$ cat src/rtl/module_7seg_scan_ctrl_pkg.sv
// Shared types and constants for the 4-digit 7-segment scan controller.
package deco_7seg_pkg;

    localparam int unsigned NUM_DIGITS = 4;
    localparam int unsigned DIGIT_W    = 4;
    localparam logic [NUM_DIGITS-1:0] ANODES_OFF = 4'b1111;

    typedef enum logic [1:0] {
        IDLE,
        BLANK,
        DRIVE
    } scan_state_t;

    // Active-low anode pattern with only the selected digit enabled.
    function automatic logic [NUM_DIGITS-1:0] anode_pattern(input logic [1:0] sel);
        return ANODES_OFF & ~(NUM_DIGITS'(1) << sel);
    endfunction

endpackage

$ cat src/rtl/module_7seg_scan_ctrl_if.sv
// Display-side bundle of the scan controller: enable and digit values in,
// mux select, anode enables and frame tick out.
interface module_7seg_scan_ctrl_if;
    import deco_7seg_pkg::*;

    logic                  en;
    logic [DIGIT_W-1:0]    digit_0;
    logic [DIGIT_W-1:0]    digit_1;
    logic [DIGIT_W-1:0]    digit_2;
    logic [DIGIT_W-1:0]    digit_3;
    logic [1:0]            digit_sel;
    logic [NUM_DIGITS-1:0] anodes;
    logic                  frame_tick;

    modport master (
        output en, digit_0, digit_1, digit_2, digit_3,
        input  digit_sel, anodes, frame_tick
    );

    modport slave (
        input  en, digit_0, digit_1, digit_2, digit_3,
        output digit_sel, anodes, frame_tick
    );

endinterface

$ cat src/rtl/module_slot_counter.sv
// Slot duration counter: counts 0..last while run is high, wraps to 0 on
// the terminal count (done), and clears synchronously on clear.
module module_slot_counter #(
    parameter int unsigned WIDTH = 8
) (
    input  logic             clk,
    input  logic             rst_n,
    input  logic             clear,
    input  logic             run,
    input  logic [WIDTH-1:0] last,
    output logic [WIDTH-1:0] count,
    output logic             done
);

    assign done = run && (count == last);

    // Count cycles of the current phase, restarting at its terminal count.
    always_ff @(posedge clk or negedge rst_n) begin
        if (!rst_n) begin
            count <= '0;
        end else if (clear) begin
            count <= '0;
        end else if (run) begin
            count <= done ? '0 : count + WIDTH'(1);
        end
    end

endmodule

$ cat src/rtl/module_7seg_scan_ctrl.sv
// Time-multiplexed refresh controller for a 4-digit 7-segment display.
// Each digit slot is BLANK_CYCLES of all anodes off followed by a drive
// window; frame_tick marks the start of every frame after the first.
// Optional macro LEADING_ZERO_BLANK_EN keeps leading zero digits dark,
// using a suppress mask latched at each frame start.
module module_7seg_scan_ctrl
    import deco_7seg_pkg::*;
#(
    parameter int unsigned REFRESH_DIV  = 25000,
    parameter int unsigned BLANK_CYCLES = 500
) (
    input  logic                    clk,
    input  logic                    rst_n,
    module_7seg_scan_ctrl_if.slave  bus
);

    localparam int unsigned DRIVE_CYCLES = REFRESH_DIV - BLANK_CYCLES;
    localparam int unsigned CNT_W        = (REFRESH_DIV > 1) ? $clog2(REFRESH_DIV) : 1;
    localparam logic [CNT_W-1:0] BLANK_LAST = CNT_W'(BLANK_CYCLES - 1);
    localparam logic [CNT_W-1:0] DRIVE_LAST = CNT_W'(DRIVE_CYCLES - 1);

    if (BLANK_CYCLES < 1 || BLANK_CYCLES >= REFRESH_DIV) begin : g_param_check
        $error("module_7seg_scan_ctrl: need 1 <= BLANK_CYCLES < REFRESH_DIV");
    end

    scan_state_t           state;
    logic [1:0]            digit_sel_q;
    logic [NUM_DIGITS-1:0] anodes_q;
    logic                  frame_tick_q;

    logic                  cnt_clear;
    logic                  cnt_run;
    logic [CNT_W-1:0]      cnt_last;
    logic [CNT_W-1:0]      cnt_value;
    logic                  cnt_done;
    logic                  last_digit;
    logic                  frame_start;
    logic                  digit_enabled;

    assign cnt_clear   = (state == IDLE) || !bus.en;
    assign cnt_run     = (state != IDLE);
    assign cnt_last    = (state == BLANK) ? BLANK_LAST : DRIVE_LAST;
    assign last_digit  = (digit_sel_q == 2'(NUM_DIGITS - 1));
    assign frame_start = bus.en && ((state == IDLE) ||
                                    (state == DRIVE && cnt_done && last_digit));

    module_slot_counter #(
        .WIDTH (CNT_W)
    ) u_slot_counter (
        .clk   (clk),
        .rst_n (rst_n),
        .clear (cnt_clear),
        .run   (cnt_run),
        .last  (cnt_last),
        .count (cnt_value),
        .done  (cnt_done)
    );

`ifdef LEADING_ZERO_BLANK_EN
    logic [NUM_DIGITS-1:0] suppress;
    logic [NUM_DIGITS-1:0] suppress_next;

    // A digit is dark when it and every more significant digit are zero.
    always_comb begin
        suppress_next    = '0;
        suppress_next[3] = (bus.digit_3 == '0);
        suppress_next[2] = suppress_next[3] && (bus.digit_2 == '0);
        suppress_next[1] = suppress_next[2] && (bus.digit_1 == '0);
    end

    // Capture the suppress mask once per frame so the display is stable.
    always_ff @(posedge clk or negedge rst_n) begin
        if (!rst_n) begin
            suppress <= '0;
        end else if (frame_start) begin
            suppress <= suppress_next;
        end
    end

    assign digit_enabled = !suppress[digit_sel_q];
`else
    assign digit_enabled = 1'b1;
`endif

    // Scan FSM: blank gap, then drive the selected digit, then advance.
    always_ff @(posedge clk or negedge rst_n) begin
        if (!rst_n) begin
            state        <= IDLE;
            digit_sel_q  <= '0;
            anodes_q     <= ANODES_OFF;
            frame_tick_q <= 1'b0;
        end else begin
            frame_tick_q <= 1'b0;
            if (!bus.en) begin
                state       <= IDLE;
                digit_sel_q <= '0;
                anodes_q    <= ANODES_OFF;
            end else begin
                case (state)
                    IDLE: begin
                        state       <= BLANK;
                        digit_sel_q <= '0;
                        anodes_q    <= ANODES_OFF;
                    end
                    BLANK: begin
                        if (cnt_done) begin
                            state    <= DRIVE;
                            anodes_q <= digit_enabled ? anode_pattern(digit_sel_q) : ANODES_OFF;
                        end
                    end
                    DRIVE: begin
                        if (cnt_done) begin
                            state        <= BLANK;
                            anodes_q     <= ANODES_OFF;
                            digit_sel_q  <= digit_sel_q + 2'd1;
                            frame_tick_q <= last_digit;
                        end
                    end
                    default: begin
                        state    <= IDLE;
                        anodes_q <= ANODES_OFF;
                    end
                endcase
            end
        end
    end

    assign bus.digit_sel  = digit_sel_q;
    assign bus.anodes     = anodes_q;
    assign bus.frame_tick = frame_tick_q;

endmodule

$ cat src/flat_wrapper.sv
// flat-port wrapper written by rule: the top's interface ports become plain ports
module module_7seg_scan_ctrl_flat import deco_7seg_pkg::*;
#(
    parameter int unsigned REFRESH_DIV  = 25000,
    parameter int unsigned BLANK_CYCLES = 500
)
  (clk, rst_n, bus_en, bus_digit_0, bus_digit_1, bus_digit_2, bus_digit_3, bus_digit_sel, bus_anodes, bus_frame_tick);
  module_7seg_scan_ctrl_if bus_i ();
  input  logic clk;
  input  logic rst_n;
  input wire logic [$bits(bus_i.en)-1:0] bus_en;
  input wire logic [$bits(bus_i.digit_0)-1:0] bus_digit_0;
  input wire logic [$bits(bus_i.digit_1)-1:0] bus_digit_1;
  input wire logic [$bits(bus_i.digit_2)-1:0] bus_digit_2;
  input wire logic [$bits(bus_i.digit_3)-1:0] bus_digit_3;
  output wire logic [$bits(bus_i.digit_sel)-1:0] bus_digit_sel;
  output wire logic [$bits(bus_i.anodes)-1:0] bus_anodes;
  output wire logic [$bits(bus_i.frame_tick)-1:0] bus_frame_tick;
  assign bus_i.en = bus_en;
  assign bus_i.digit_0 = bus_digit_0;
  assign bus_i.digit_1 = bus_digit_1;
  assign bus_i.digit_2 = bus_digit_2;
  assign bus_i.digit_3 = bus_digit_3;
  assign bus_digit_sel = bus_i.digit_sel;
  assign bus_anodes = bus_i.anodes;
  assign bus_frame_tick = bus_i.frame_tick;
  module_7seg_scan_ctrl #(.REFRESH_DIV(REFRESH_DIV), .BLANK_CYCLES(BLANK_CYCLES)) u_core (.clk(clk), .rst_n(rst_n), .bus(bus_i));
endmodule
$ cat config.mk
export PLATFORM = sky130hd
export DESIGN_NAME = module_7seg_scan_ctrl_flat
export DESIGN_NICKNAME = d
export VERILOG_FILES = /design/src/rtl/module_7seg_scan_ctrl_pkg.sv /design/src/rtl/module_7seg_scan_ctrl_if.sv /design/src/rtl/module_slot_counter.sv /design/src/rtl/module_7seg_scan_ctrl.sv /design/src/flat_wrapper.sv
export SDC_FILE = /design/constraint.sdc
export NUM_CORES = 1
export LEC_CHECK = 0
export BUFFER_PORTS_ARGS = -buffer_cell sky130_fd_sc_hd__buf_4
export CAP_MARGIN = 10
export CORE_MARGIN = 8
export CORE_UTILIZATION = 50
export DETAILED_ROUTE_END_ITERATION = 8
export GPL_TIMING_DRIVEN = 0
export PLACE_DENSITY = 0.76
export SKIP_CTS_REPAIR_TIMING = 1
export SYNTH_ARGS = -nofsm -noshare
export SYNTH_HDL_FRONTEND = slang
export SYNTH_SLANG_ARGS = --single-unit
export TNS_END_PERCENT = 100
$ cat constraint.sdc
create_clock -name clk -period 2.9 [get_ports clk]
set_clock_uncertainty 0.2 [all_clocks]
set_input_delay 0 -clock clk [delete_from_list [all_inputs] [get_ports clk]]
set_output_delay 0 -clock clk [all_outputs]
set_load 0.005 [all_outputs]
==> run_results.csv <==
group,metric,value,unit
run_status,status,"complete, no violations",
final_layout,area_growth,14.0,%
drt,vias_per_cell,5.49,
floorplan,die_y,65.9,um
critical_path,cp_cell_sequence,"ha_1 > or4b_4 > nor4_1 > o21a_2 > or3_1 > buf_2 > buf_6 > nor2_1",
synth,synthAdderAreaFrac,0.0502,
sta,fmax,0.416,GHz
critical_path,reg2reg_depth,8,
pwr,peakVddDrop,0.302,mV
sta,finalSetupViolCount,0,
final_layout,fin_util,0.589,
clock_network,cts_buffer_depth,2,
pwr,pwr-share-comb,0.052,
critical_path,critPathKind,"flip-flop to flip-flop",
sta,maxSlewHeadroom,0.389,
synth,yosys.area_share.simple,0.235,
pwr,p_per_area,381,nW/um2
sta,rsz0062_at_grt,"no",
grt,overflow,0,
min_path,hold_depth,1,
clock_network,clock-root-buffer,"clkbuf_4",
synth,ys_seq_area_frac,0.486,
drt,postRouteAntennaNets,0,
critical_path,worstSetupEndpointType,"flip-flop",
drt,drt_pre_antenna_iters,5,
clock_network,htree_num_levels,1,
drt,wl_per_cell,13.8,um
pwr,power_frac_clock,0.321,
grt,grt_usage,0.123,
floorplan,ios,26,
final_layout,layout.nets,165,
pwr,switching_power,0.000117,W
placed_design,gp_congestion,0.833,
pwr,p_leak,0.572,nW
synth,syn_nets,148,
pwr,seq_power_share,0.628,
drt,drcViolationCount,0,
critical_path,cpMaxStageDelayCell,"or4b_4",
synth,yosysWarnings,0,
pwr,p_int,0.000423,W
critical_path,setup.worst_path.start_class,"flip-flop",
drt,drtIter0Drc,89,
synth,syn_avg_cell_area,10.0,um2
clock_network,clk_pin_slew_worst_paths,0.12,ns
floorplan,start_util,0.517,
clock_network,cts_buffers,3,
final_layout,drive_gt1_frac,0.179,
critical_path,crit_path_max_fanout,10,
pwr,total_power,0.000541,W
drt,route.vias.total,934,
critical_path,crit_cells,8,
critical_path,critPathBufInv,2,
floorplan,rows,18,
job,drv_cap,0,
grt,grt_pass1_wl,4180,um
grt,antenna_found_initial,0,
synth,synth_compound_area_frac,0.0863,
critical_path,cp_top_family,"simple AND/OR/NAND/NOR gates",
critical_path,worstPathRequired,2.91,ns
synth,syn_inst,124,
sta,finalCritPeriodShare,0.829,
placed_design,dp_hpwl,1660,um
sta,setup_tns,0,ns
floorplan,die_w,65.9,um
sta,drv_slew,0,
critical_path,crit_path_max_incr_delay,0.49,ns
synth,netlist_area,1250,um2
critical_path,crit_arrival,2.42,ns
floorplan,dieArea,4350,um2
min_path,hold_path.class,"flip-flop to flip-flop",
drt,wirelength,2340,um
grt,grt_pass1_vias,949,
synth,synth.area.mux_share,0.00803,
clock_network,clock-sinks,24,
clock_network,cts_tree,"built",
placed_design,port_buffers,8,
floorplan,coreArea,2410,um2
clock_network,clock_latency,0.32,ns
sta,min_period,2.40,ns
synth,ys_types,34,
sta,holdWs,0.289,ns
synth,ys_ff_latch,24,
final_layout,diodes,0,
sta,tightestPinTransition,0.913,ns
pwr,p_sw_frac,0.217,
grt,grt_max_degree,25,
synth,synthXorXnorAreaFrac,0.0914,
synth,synth_top_family_by_area,"simple AND/OR/NAND/NOR gates",
sta,hold_violations,0,
-- flip-flops by register name, summed over array words and instances, names as in the netlist --
signal	flops
u_core.u_slot_counter.count	15
u_core.state	2
u_core.bus.digit_sel	2
u_core.bus.anodes	4
u_core.bus.frame_tick	1
-- worst register-to-register path, cell delays in order (launching register included) --
cell and delay (ns):
dfrtp_1 0.41, ha_1 0.21, or4b_4 0.49, nor4_1 0.31
o21a_2 0.23, or3_1 0.11, buf_2 0.16, buf_6 0.15
nor2_1 0.05
-- power groups by stage --
stage	logic, W	registers (W)	clock network (W)
after detailed placement	0.0000239	0.000346	0
after floorplan	0.0000128	0.000345	0
after global routing	0.0000323	0.000340	0.000198
after global placement	0.0000234	0.000345	0
final	0.0000279	0.000339	0.000173
after CTS	0.0000241	0.000339	0.000183
-- synth_stat cells --
cell	number	area share
a2111oi_0	4	0.028
a21oi_1	1	0.0040
a31oi_1	1	0.0050
a41oi_1	4	0.028
and3_1	1	0.0050
and3_2	1	0.0060
and3b_2	1	0.0080
buf_2	1	0.0040
buf_4	1	0.0060
buf_6	1	0.0090
clkbuf_1	1	0.0030
dfrtp_1	20	0.40
dfstp_2	4	0.084
ha_1	5	0.050
inv_1	7	0.021
mux2i_1	1	0.0080
nand2_1	7	0.021
nand2b_1	2	0.010
nand3_1	9	0.036
nand4_1	2	0.010
nor2_1	21	0.063
nor2b_1	1	0.0050
nor3_1	4	0.016
nor4_1	1	0.0050
nor4_2	2	0.020
o211ai_1	1	0.0060
o21a_2	1	0.0070
o21ai_0	1	0.0040
o21ai_1	1	0.0040
or3_1	2	0.010
or4b_1	1	0.0080
or4b_4	1	0.011
xnor2_1	7	0.049
xor2_1	6	0.042
-- layout by cell type, fill, tap and decap left out, types with 2 or more instances in the layout --
cell / synthesis / final
nor4_2: 2 / 2
dfstp_2: 4 / 4
nand3_1: 9 / 9
nand2b_1: 2 / 2
nand2_1: 7 / 7
nand4_1: 2 / 2
or3_1: 2 / 2
inv_1: 7 / 7
nor2_1: 21 / 21
xor2_1: 6 / 6
dfrtp_1: 20 / 20
ha_1: 5 / 5
a41oi_1: 4 / 4
a2111oi_0: 4 / 4
xnor2_1: 7 / 7
clkbuf_4: 0 / 3
dlygate4sd3_1: 0 / 4
nor3_1: 4 / 4
buf_4: 1 / 9
-- worst paths after layout --
path / startpoint / endpoint / slack (ns)
worst min-delay path: u_core.u_slot_counter.count[0] / u_core.u_slot_counter.count[0] / 0.29
worst max register to register: u_core.u_slot_counter.count[0] / u_core.u_slot_counter.count[7] / 0.50
worst max-delay path: u_core.u_slot_counter.count[0] / u_core.u_slot_counter.count[7] / 0.50
worst min register to register: u_core.u_slot_counter.count[0] / u_core.u_slot_counter.count[0] / 0.29
min in group asynchronous: rst_n / u_core.bus.anodes[2] / 0.51
max in group asynchronous: rst_n / u_core.u_slot_counter.count[4] / 0.67
-- routing by layer --
layer | global-route usage | vias up | wire length [um]
li1 | - | 463 | -
met1 | 0.143 | 438 | 1080
met3 | 0.0305 | 8 | 149
met4 | 0.0736 | 0 | 78
met2 | 0.199 | 25 | 1040
met5 | 0 | - | 0
-- metrics by stage --
stage	worst slack (ns)	instances	instance area (um2)
floorplan	0.719	124	1250
CTS	0.495	166	1380
global placement	0.527	162	1340
detailed placement	0.515	162	1340
global route	0.343	170	1420
finish	0.496	170	1420
-- logic make-up (layout without fill, tap and decap cells) --
group	count (synthesis)	after routing
AO/OA/AOI/OAI	14	14
XOR/XNOR	13	13
adder cells (fa/ha/maj)	5	5
buffers and inverters	11	27
flip-flops	24	24
multiplexers	1	1
AND/OR/NAND/NOR	56	56
-- final cells by class --
cell class | instances | area [um2]
plain buffers | 4 | 27.5
well taps | 30 | 37.5
clock buffers | 4 | 36.3
inverters | 7 | 26.3
multi-input cells | 89 | 587
flip-flops and latches | 24 | 606
fillers | 214 | 990
repair buffers | 12 | 100
Note: power is estimated with default switching activity, not from simulation.
